===== config.mk =====
export PLATFORM = sky130hd
export DESIGN_NAME = pc_fetch_ctrl_flat
export DESIGN_NICKNAME = d
export VERILOG_FILES = /design/src/rtl/pc_fetch_ctrl_if.sv /design/src/rtl/pc_fetch_ctrl.sv /design/src/flat_wrapper.sv
export SDC_FILE = /design/constraint.sdc
export NUM_CORES = 1
export LEC_CHECK = 0
export ABC_CLOCK_PERIOD_IN_PS = 1880
export CELL_PAD_IN_SITES_DETAIL_PLACEMENT = 0
export CELL_PAD_IN_SITES_GLOBAL_PLACEMENT = 1
export CORE_MARGIN = 2
export CORE_UTILIZATION = 22
export DETAILED_ROUTE_END_ITERATION = 7
export GPL_TIMING_DRIVEN = 0
export HOLD_SLACK_MARGIN = 0.03
export PLACE_DENSITY = 0.81
export SYNTH_ARGS = -nofsm -noshare
export SYNTH_HDL_FRONTEND = slang
export SYNTH_SLANG_ARGS = --single-unit

===== constraint.sdc =====
create_clock -name clk -period 1.88 [get_ports clk]
set_clock_uncertainty 0.15 [all_clocks]
set_input_delay 0.188 -clock clk [delete_from_list [all_inputs] [get_ports clk]]
set_output_delay 0.188 -clock clk [all_outputs]
set_load 0.05 [all_outputs]

===== src/rtl/pc_fetch_ctrl_if.sv =====
// Fetch-PC controller bus: hazard/execute inputs and fetch-side outputs.
// Latency: none. Wires only, with no state.
// Backpressure: none. Stall is a plain level, not a handshake.
// Signals:
//   Stall, PcSel, BrPC                         : toward the controller
//   PC, IfId_Flush, IdEx_Flush, Trap, RedirCount : from the controller
// master = hazard unit / execute stage (driver side)
// slave  = pc_fetch_ctrl (receiving end of the redirect pair)
interface pc_fetch_ctrl_if #(
  parameter int unsigned PC_W = 9
);
  logic            Stall;
  logic            PcSel;
  logic [31:0]     BrPC;
  logic [PC_W-1:0] PC;
  logic            IfId_Flush;
  logic            IdEx_Flush;
  logic            Trap;
  logic [15:0]     RedirCount;

  modport master (
    output Stall, PcSel, BrPC,
    input  PC, IfId_Flush, IdEx_Flush, Trap, RedirCount
  );

  modport slave (
    input  Stall, PcSel, BrPC,
    output PC, IfId_Flush, IdEx_Flush, Trap, RedirCount
  );
endinterface


===== src/rtl/pc_fetch_ctrl.sv =====
// Fetch PC controller: +4 advance, stall hold, branch redirect, flushes, sticky trap on bad target.
// Latency: PC/Trap/RedirCount registered (1 edge); flushes combinational in the redirect cycle.
// Backpressure: Stall holds the PC; a redirect overrides Stall; the TRAP state ignores all inputs.
// Ports:
//   clk   : core clock, rising edge
//   reset : asynchronous active-low reset
//   bus   : pc_fetch_ctrl_if.slave
//           in:  Stall, PcSel, BrPC
//           out: PC, IfId_Flush, IdEx_Flush, Trap, RedirCount
// Optional feature macro: PC_REDIRECT_STATS_EN. It builds a saturating 16-bit redirect counter.
// When the macro is undefined, RedirCount is tied to zero.
module pc_fetch_ctrl #(
  parameter int unsigned     PC_W     = 9,
  parameter logic [PC_W-1:0] RESET_PC = '0
) (
  input  logic            clk,
  input  logic            reset,
  pc_fetch_ctrl_if.slave  bus
);

  typedef enum logic {RUN, TRAP} state_t;

  state_t          state_q, state_d;
  logic [PC_W-1:0] pc_q, pc_d;
  logic            trap_q, trap_d;
  logic            tgt_legal;
  logic            redir_accept;
  logic            flush;

  // Target must be word-aligned and fit inside the 2^PC_W byte window.
  assign tgt_legal    = (bus.BrPC[1:0] == 2'b00) && ((bus.BrPC >> PC_W) == 32'd0);
  assign redir_accept = (state_q == RUN) && bus.PcSel && tgt_legal;

  // Both legal and illegal redirects squash the younger stages.
  // The TRAP state keeps them squashed. The flushes are gated off while reset is held.
  assign flush = reset && ((state_q == TRAP) || bus.PcSel);

  always_comb begin
    state_d = state_q;
    pc_d    = pc_q;
    trap_d  = trap_q;
    unique case (state_q)
      RUN: begin
        if (bus.PcSel) begin
          if (tgt_legal) begin
            pc_d = bus.BrPC[PC_W-1:0];
          end else begin
            state_d = TRAP;
            trap_d  = 1'b1;
          end
        end else if (!bus.Stall) begin
          pc_d = pc_q + PC_W'(4);  // carry out of PC_W bits is dropped
        end
      end
      TRAP: begin
        // Frozen until reset.
      end
      default: begin
        state_d = TRAP;
        trap_d  = 1'b1;
      end
    endcase
  end

  always_ff @(posedge clk or negedge reset) begin
    if (!reset) begin
      state_q <= RUN;
      pc_q    <= RESET_PC;
      trap_q  <= 1'b0;
    end else begin
      state_q <= state_d;
      pc_q    <= pc_d;
      trap_q  <= trap_d;
    end
  end

`ifdef PC_REDIRECT_STATS_EN
  logic [15:0] cnt_q, cnt_d;

  always_comb begin
    cnt_d = cnt_q;
    if (redir_accept && (cnt_q != 16'hFFFF)) begin
      cnt_d = cnt_q + 16'd1;
    end
  end

  always_ff @(posedge clk or negedge reset) begin
    if (!reset) begin
      cnt_q <= 16'h0000;
    end else begin
      cnt_q <= cnt_d;
    end
  end

  assign bus.RedirCount = cnt_q;
`else
  logic unused_accept;
  assign unused_accept  = redir_accept;
  assign bus.RedirCount = 16'h0000;
`endif

  assign bus.PC         = pc_q;
  assign bus.Trap       = trap_q;
  assign bus.IfId_Flush = flush;
  assign bus.IdEx_Flush = flush;

endmodule


===== src/flat_wrapper.sv =====
// flat-port wrapper written by rule: the top's interface ports become plain ports
module pc_fetch_ctrl_flat 
#(
  parameter int unsigned     PC_W     = 9,
  parameter logic [PC_W-1:0] RESET_PC = '0
)
  (clk, reset, bus_Stall, bus_PcSel, bus_BrPC, bus_PC, bus_IfId_Flush, bus_IdEx_Flush, bus_Trap, bus_RedirCount);
  pc_fetch_ctrl_if #(.PC_W(PC_W)) bus_i ();
  input  logic clk;
  input  logic reset;
  input wire logic [$bits(bus_i.Stall)-1:0] bus_Stall;
  input wire logic [$bits(bus_i.PcSel)-1:0] bus_PcSel;
  input wire logic [$bits(bus_i.BrPC)-1:0] bus_BrPC;
  output wire logic [$bits(bus_i.PC)-1:0] bus_PC;
  output wire logic [$bits(bus_i.IfId_Flush)-1:0] bus_IfId_Flush;
  output wire logic [$bits(bus_i.IdEx_Flush)-1:0] bus_IdEx_Flush;
  output wire logic [$bits(bus_i.Trap)-1:0] bus_Trap;
  output wire logic [$bits(bus_i.RedirCount)-1:0] bus_RedirCount;
  assign bus_i.Stall = bus_Stall;
  assign bus_i.PcSel = bus_PcSel;
  assign bus_i.BrPC = bus_BrPC;
  assign bus_PC = bus_i.PC;
  assign bus_IfId_Flush = bus_i.IfId_Flush;
  assign bus_IdEx_Flush = bus_i.IdEx_Flush;
  assign bus_Trap = bus_i.Trap;
  assign bus_RedirCount = bus_i.RedirCount;
  pc_fetch_ctrl #(.PC_W(PC_W), .RESET_PC(RESET_PC)) u_core (.clk(clk), .reset(reset), .bus(bus_i));
endmodule

# After elaboration in Yosys (flattened, before gate mapping)
# Cells that the tools add are included.
word_totals:
  ff_bits: 11
  out_inout_bits: 28
  elab_cells: 21
op_classes:
  n_reduce_logical: 7
  eq_ne: 2
  add_sub_neg: 1
  mux: 6
  bitwise: 2
op_table:
  columns: ["operator", "count"]
  rows:
  - ["$logic_not 32->1", 1]
  - ["$mux 9", 3]
  - ["$add 9x3->9 const B", 1]
  - ["$reduce_and 3->1", 2]
  - ["$ne 2x1->1 const B", 2]
  - ["$mux 1", 3]
  - ["$logic_and 1x1->1", 2]
  - ["$logic_not 2->1", 1]
  - ["$not 1->1", 2]
  - ["$logic_or 1x1->1", 1]

# Longest topological paths before layout
depth:
  depth_word: 5
  depth_mapped: 5
  ltp_nobuf: 5

# Least setup slack after synthesis
# No wires, ideal clock.
synth_path:
  path_kind: "flip-flop to flip-flop"
  startpoint: "reg u_core.pc_q[2] (netlist: u_core.bus.PC[2])"
  endpoint: "reg u_core.pc_q[8] (netlist: u_core.bus.PC[8])"
  slack_ns: -0.072
  required_time_ns: 1.663
  period_less_slack_ns: 1.952
  t_arrival_ns: 1.736
  setup_ns: 0.067
  path_stages_with_launch: 6
  path_cell_list: "dfrtp_1 ha_1 nand3_1 or4_1 nand3_1 mux2_2"
synth_between:
  elab_chain_len: 3
synth_lines:
  columns: ["item", "line", "rtl"]
  rows:
  - ["start: declaration", "pc_fetch_ctrl.sv:24", "logic [PC_W-1:0] pc_q, pc_d;"]
  - ["start signal: assignment", "pc_fetch_ctrl.sv:72", "pc_q <= pc_d;"]
  - ["$add 9x3->9", "pc_fetch_ctrl.sv:52", "pc_d = pc_q + PC_W'(4);"]
  - ["$mux 9", "pc_fetch_ctrl.sv:51", "end else if (!bus.Stall) begin"]
  - ["$mux 9", "pc_fetch_ctrl.sv:44", "if (bus.PcSel) begin"]
# No other way between the ends. The select of a mux whose other input is x is not followed.
# A chain may end at the register's enable or synchronous reset.

# Worst setup path after layout
layout_path:
  startpoint: "in bus_BrPC[20]"
  endpoint: "reg u_core.pc_q[3] (netlist: u_core.bus.PC[3])"
layout_between:
  elab_chain_len: 4
layout_lines:
  columns: ["item", "line", "rtl"]
  rows:
  - ["start: declaration", "flat_wrapper.sv:13", "input wire logic [$bits(bus_i.BrPC)-1:0] bus_BrPC;"]
  - ["$logic_not 32->1", "pc_fetch_ctrl.sv:31", "assign tgt_legal = (bus.BrPC[1:0] == 2'b00) && ((bus.BrPC >> PC_W) == 32'd0);"]
  - ["$logic_and 1x1->1", "pc_fetch_ctrl.sv:31", null]
  - ["$ne 2x1->1 (no source line)", null, null]
  - ["$reduce_and 3->1 (no source line)", null, null]
# No other way between the ends.

==> out/results.tsv <==
metric	value	unit
die_w	64.9	um
synthAdderAreaFrac	1.53	%
io_pins	64	
p_sw	275	uW
fin_area	1490	um2
cp-startpoint	bus_BrPC[20]	
critical_path_class	in2reg	
synth_edf_count	0	
setup_viol	0	
synth_mux_area_share	9.65	%
vias	821	
track_usage	11.0	%
drv_slew	0	
wl	2300	um
area_delta_synth_final	82.1	%
placed_cell_area	1400	um2
worstPathCellList	clkdlybuf4s50_1 -> nor4_4 -> nand4_1 -> o32ai_4 -> mux2_2	
cp_max_fo	6	
io_buffers	46	
max_freq	0.545	GHz
cp_slowest_cell	clkdlybuf4s50_1	
clkSinkCount	11	
numCtsBuffers	3	
cts_max_level	1	
crit_path_max_incr_delay	440	ps
ys_ff_latch	11	
firstDrtPassIters	3	
status	finished, final reports clean	
grt_max_degree	12	
async_reset_ff_share	100	%
synth_cell_type_count	29	
p_leak	0.623	nW
r2r_start	u_core.state_q	
synthCells	88	
worst_slew_pin_slew	529	ps
die_y	64.9	um
worstPathRequired	1850	ps
clockBufferDepth	2	
fin_crit_sh	97.5	%
num_rows	22	
place_congestion	0.771	
grt_pass1_wl	3610	um
rr_worst_depth	4	
clkTransAtPathRegs	50	ps
drv_cap	0	
coreArea	3610	um2
synth_compound_area_share	14.2	%
clock_power_share	29.2	%
n_antenna_cell	0	
timing.final.hold_violations	0	
grt_pass1_vias	811	
synth_top_family_by_area	simple AND/OR/NAND/NOR gates	
cts-root-buf	clkbuf_8	
drc	0	
power_density	542	nW/um2
r2r_end	u_core.bus.PC[3]	
synth_flop_cell	dfrtp_1	
p_int	532	uW
fin_nets	193	
dp.cells	197	
dp_hpwl	1870	um
initial_core_util	22.7	%
hold_path.startpoint	bus_PcSel	
power_frac_seq	32.8	%
antenna_found_initial	0	
die_area	4220	um2
hold_path_depth	3	
avgSynthCellArea	9.28	um2
hold_class	in2reg	
ys_seq_area_share	33.7	%
fin_cells	203	
holdPathEnd	u_core.state_q	
r2r_slack	70	ps
synth-simple-area-share	19.1	%
grt_overflow	0	
final_layout_size_suffix_gt1_share	23.9	%
crit_path_start_kind	input pin	
ys_warn_count	0	
drt_iter0_drc	39	
synth_area	817	um2
clkLatencyLatePin	240	ps
ant_nets	0	
crit_arrival	1800	ps
vias_per_cell	4.04	
fin_crit	1830	ps
cp-end-kind	flop	
rsz0062_at_grt	yes	
synthXorXnorAreaFrac	3.22	%
comb_power_share	38.0	%
swShare	34.1	%
ir_drop	229	uV
tritoncts	done	
wire_per_inst	11.3	um
slew-limit-headroom	64.6	%
-- worst max path at each step --
stage,to,slack (ps),depth (start not counted)
detailed placement,bus_IfId_Flush,-620,4
global placement,bus_IfId_Flush,-590,4
finish,u_core.bus.PC[3],50,5
global route,u_core.bus.PC[3],-50,5
CTS,u_core.bus.PC[3],3,5
floorplan,u_core.bus.PC[8],90,5
-- per-stage QoR --
stage                     worst slack [ps]  total power [mW]  util [%]  hold slack, ps  TNS [ps]
after floorplan                       90.7             0.451         -            -258         0
after global placement                -589             0.562      38.7             309     -2470
after detailed placement              -624             0.566      38.7             319     -2630
after CTS                             3.34             0.804      40.1             226         0
after global routing                 -46.4             0.843      41.3             242      -213
final                                 46.5             0.807      41.3             223         0
-- power by group through the flow --
stage               registers [mW]  clock network [mW]  logic, mW
finish                       0.265               0.236      0.306
global route                 0.267               0.253      0.323
CTS                          0.265               0.241      0.299
detailed placement           0.269                   0      0.298
global placement             0.267                   0      0.295
floorplan                    0.308                   0      0.143
-- kinds of logic after synthesis --
group / after synthesis
flops: 11
buf+inv: 22
xor+xnor: 3
fa+ha+maj: 1
simple gates: 29
other cells: 1
compound gates: 14
mux: 7
-- synthesized netlist by cell type (2+ instances only) --
library cell  instances  area (um2)
buf_4                17         128
nand4_1               2        12.5
nand2_1               7        26.3
a21boi_0              2        15.0
o211ai_1              3        22.5
mux2_2                7        78.8
xor2_1                2        17.5
dfrtp_1              11         275
nand3_1               5        25.0
nor4_1                6        37.5
inv_1                 3        11.3
o21ai_0               3        15.0
nor2_1                2        7.51
or4_1                 2        15.0
nor3b_1               2        15.0
-- critical path: cells and delay by family --
| family | cells | cell delay (ps) |
|---|---|---|
| AO/OA/AOI/OAI | 1 | 280 |
| AND/OR/NAND/NOR | 2 | 510 |
| buffers and inverters | 1 | 440 |
| multiplexers | 1 | 380 |
-- area by class of cell --
type                    instances  area, um2
plain buffers                  19        136
clock buffers                   4       45.0
fillers                       351       2120
inverters                       3       11.3
multi-input cells              70        487
flip-flops and latches         11        278
well taps                      48       60.1
repair buffers                 48        470
-- state kept, by name, indices dropped and copies added, names as in the netlist --
signal / flops
u_core.bus.PC: 9
u_core.bus.Trap: 1
u_core.state_q: 1
-- routing by layer --
layer / GRT usage, % / share of wire, % / wire (um)
met2: 18.0 / 51 / 1170
met3: 4.17 / 6.9 / 158
met5: 0 / 0 / 0
met4: 6.38 / 2.8 / 65
met1: 12.1 / 40 / 911
-- layout by cell type, fill, tap and decap left out, drive strengths merged --
| master | count |
|---|---|
| or4 | 2 |
| nand4 | 2 |
| o2bb2ai | 1 |
| o21ai | 3 |
| clkbuf | 6 |
| nor2b | 1 |
| nor3b | 2 |
| dfrtp | 11 |
| o21bai | 1 |
| conb | 16 |
| clkdlybuf4s15 | 1 |
| nand2 | 7 |
| nor2 | 2 |
| a21boi | 2 |
| clkdlybuf4s50 | 43 |
| o211ai | 3 |
| nor3 | 1 |
| dlygate4sd3 | 1 |
| o31ai | 1 |
| a21oi | 1 |
| nand2b | 1 |
| o21a | 1 |
| ha | 1 |
| o32ai | 1 |
| xor2 | 2 |
| nor4 | 6 |
| nand3 | 5 |
| buf | 20 |
| inv | 3 |
| mux2 | 7 |
| xnor2 | 1 |
-- repair_timing --
| action | 4_1_cts | 5_1_grt |
|---|---|---|
| setup buffers | 0 | 1 |
| resized for setup | 5 | 7 |
| hold endpoints to repair | 11 | 0 |
| cloned | 0 | 0 |
| hold buffers | 1 | 0 |
| endpoints found under the setup margin | 2 | 7 |
| pin swaps | 0 | 3 |
Power figures use the tool's default switching activity.
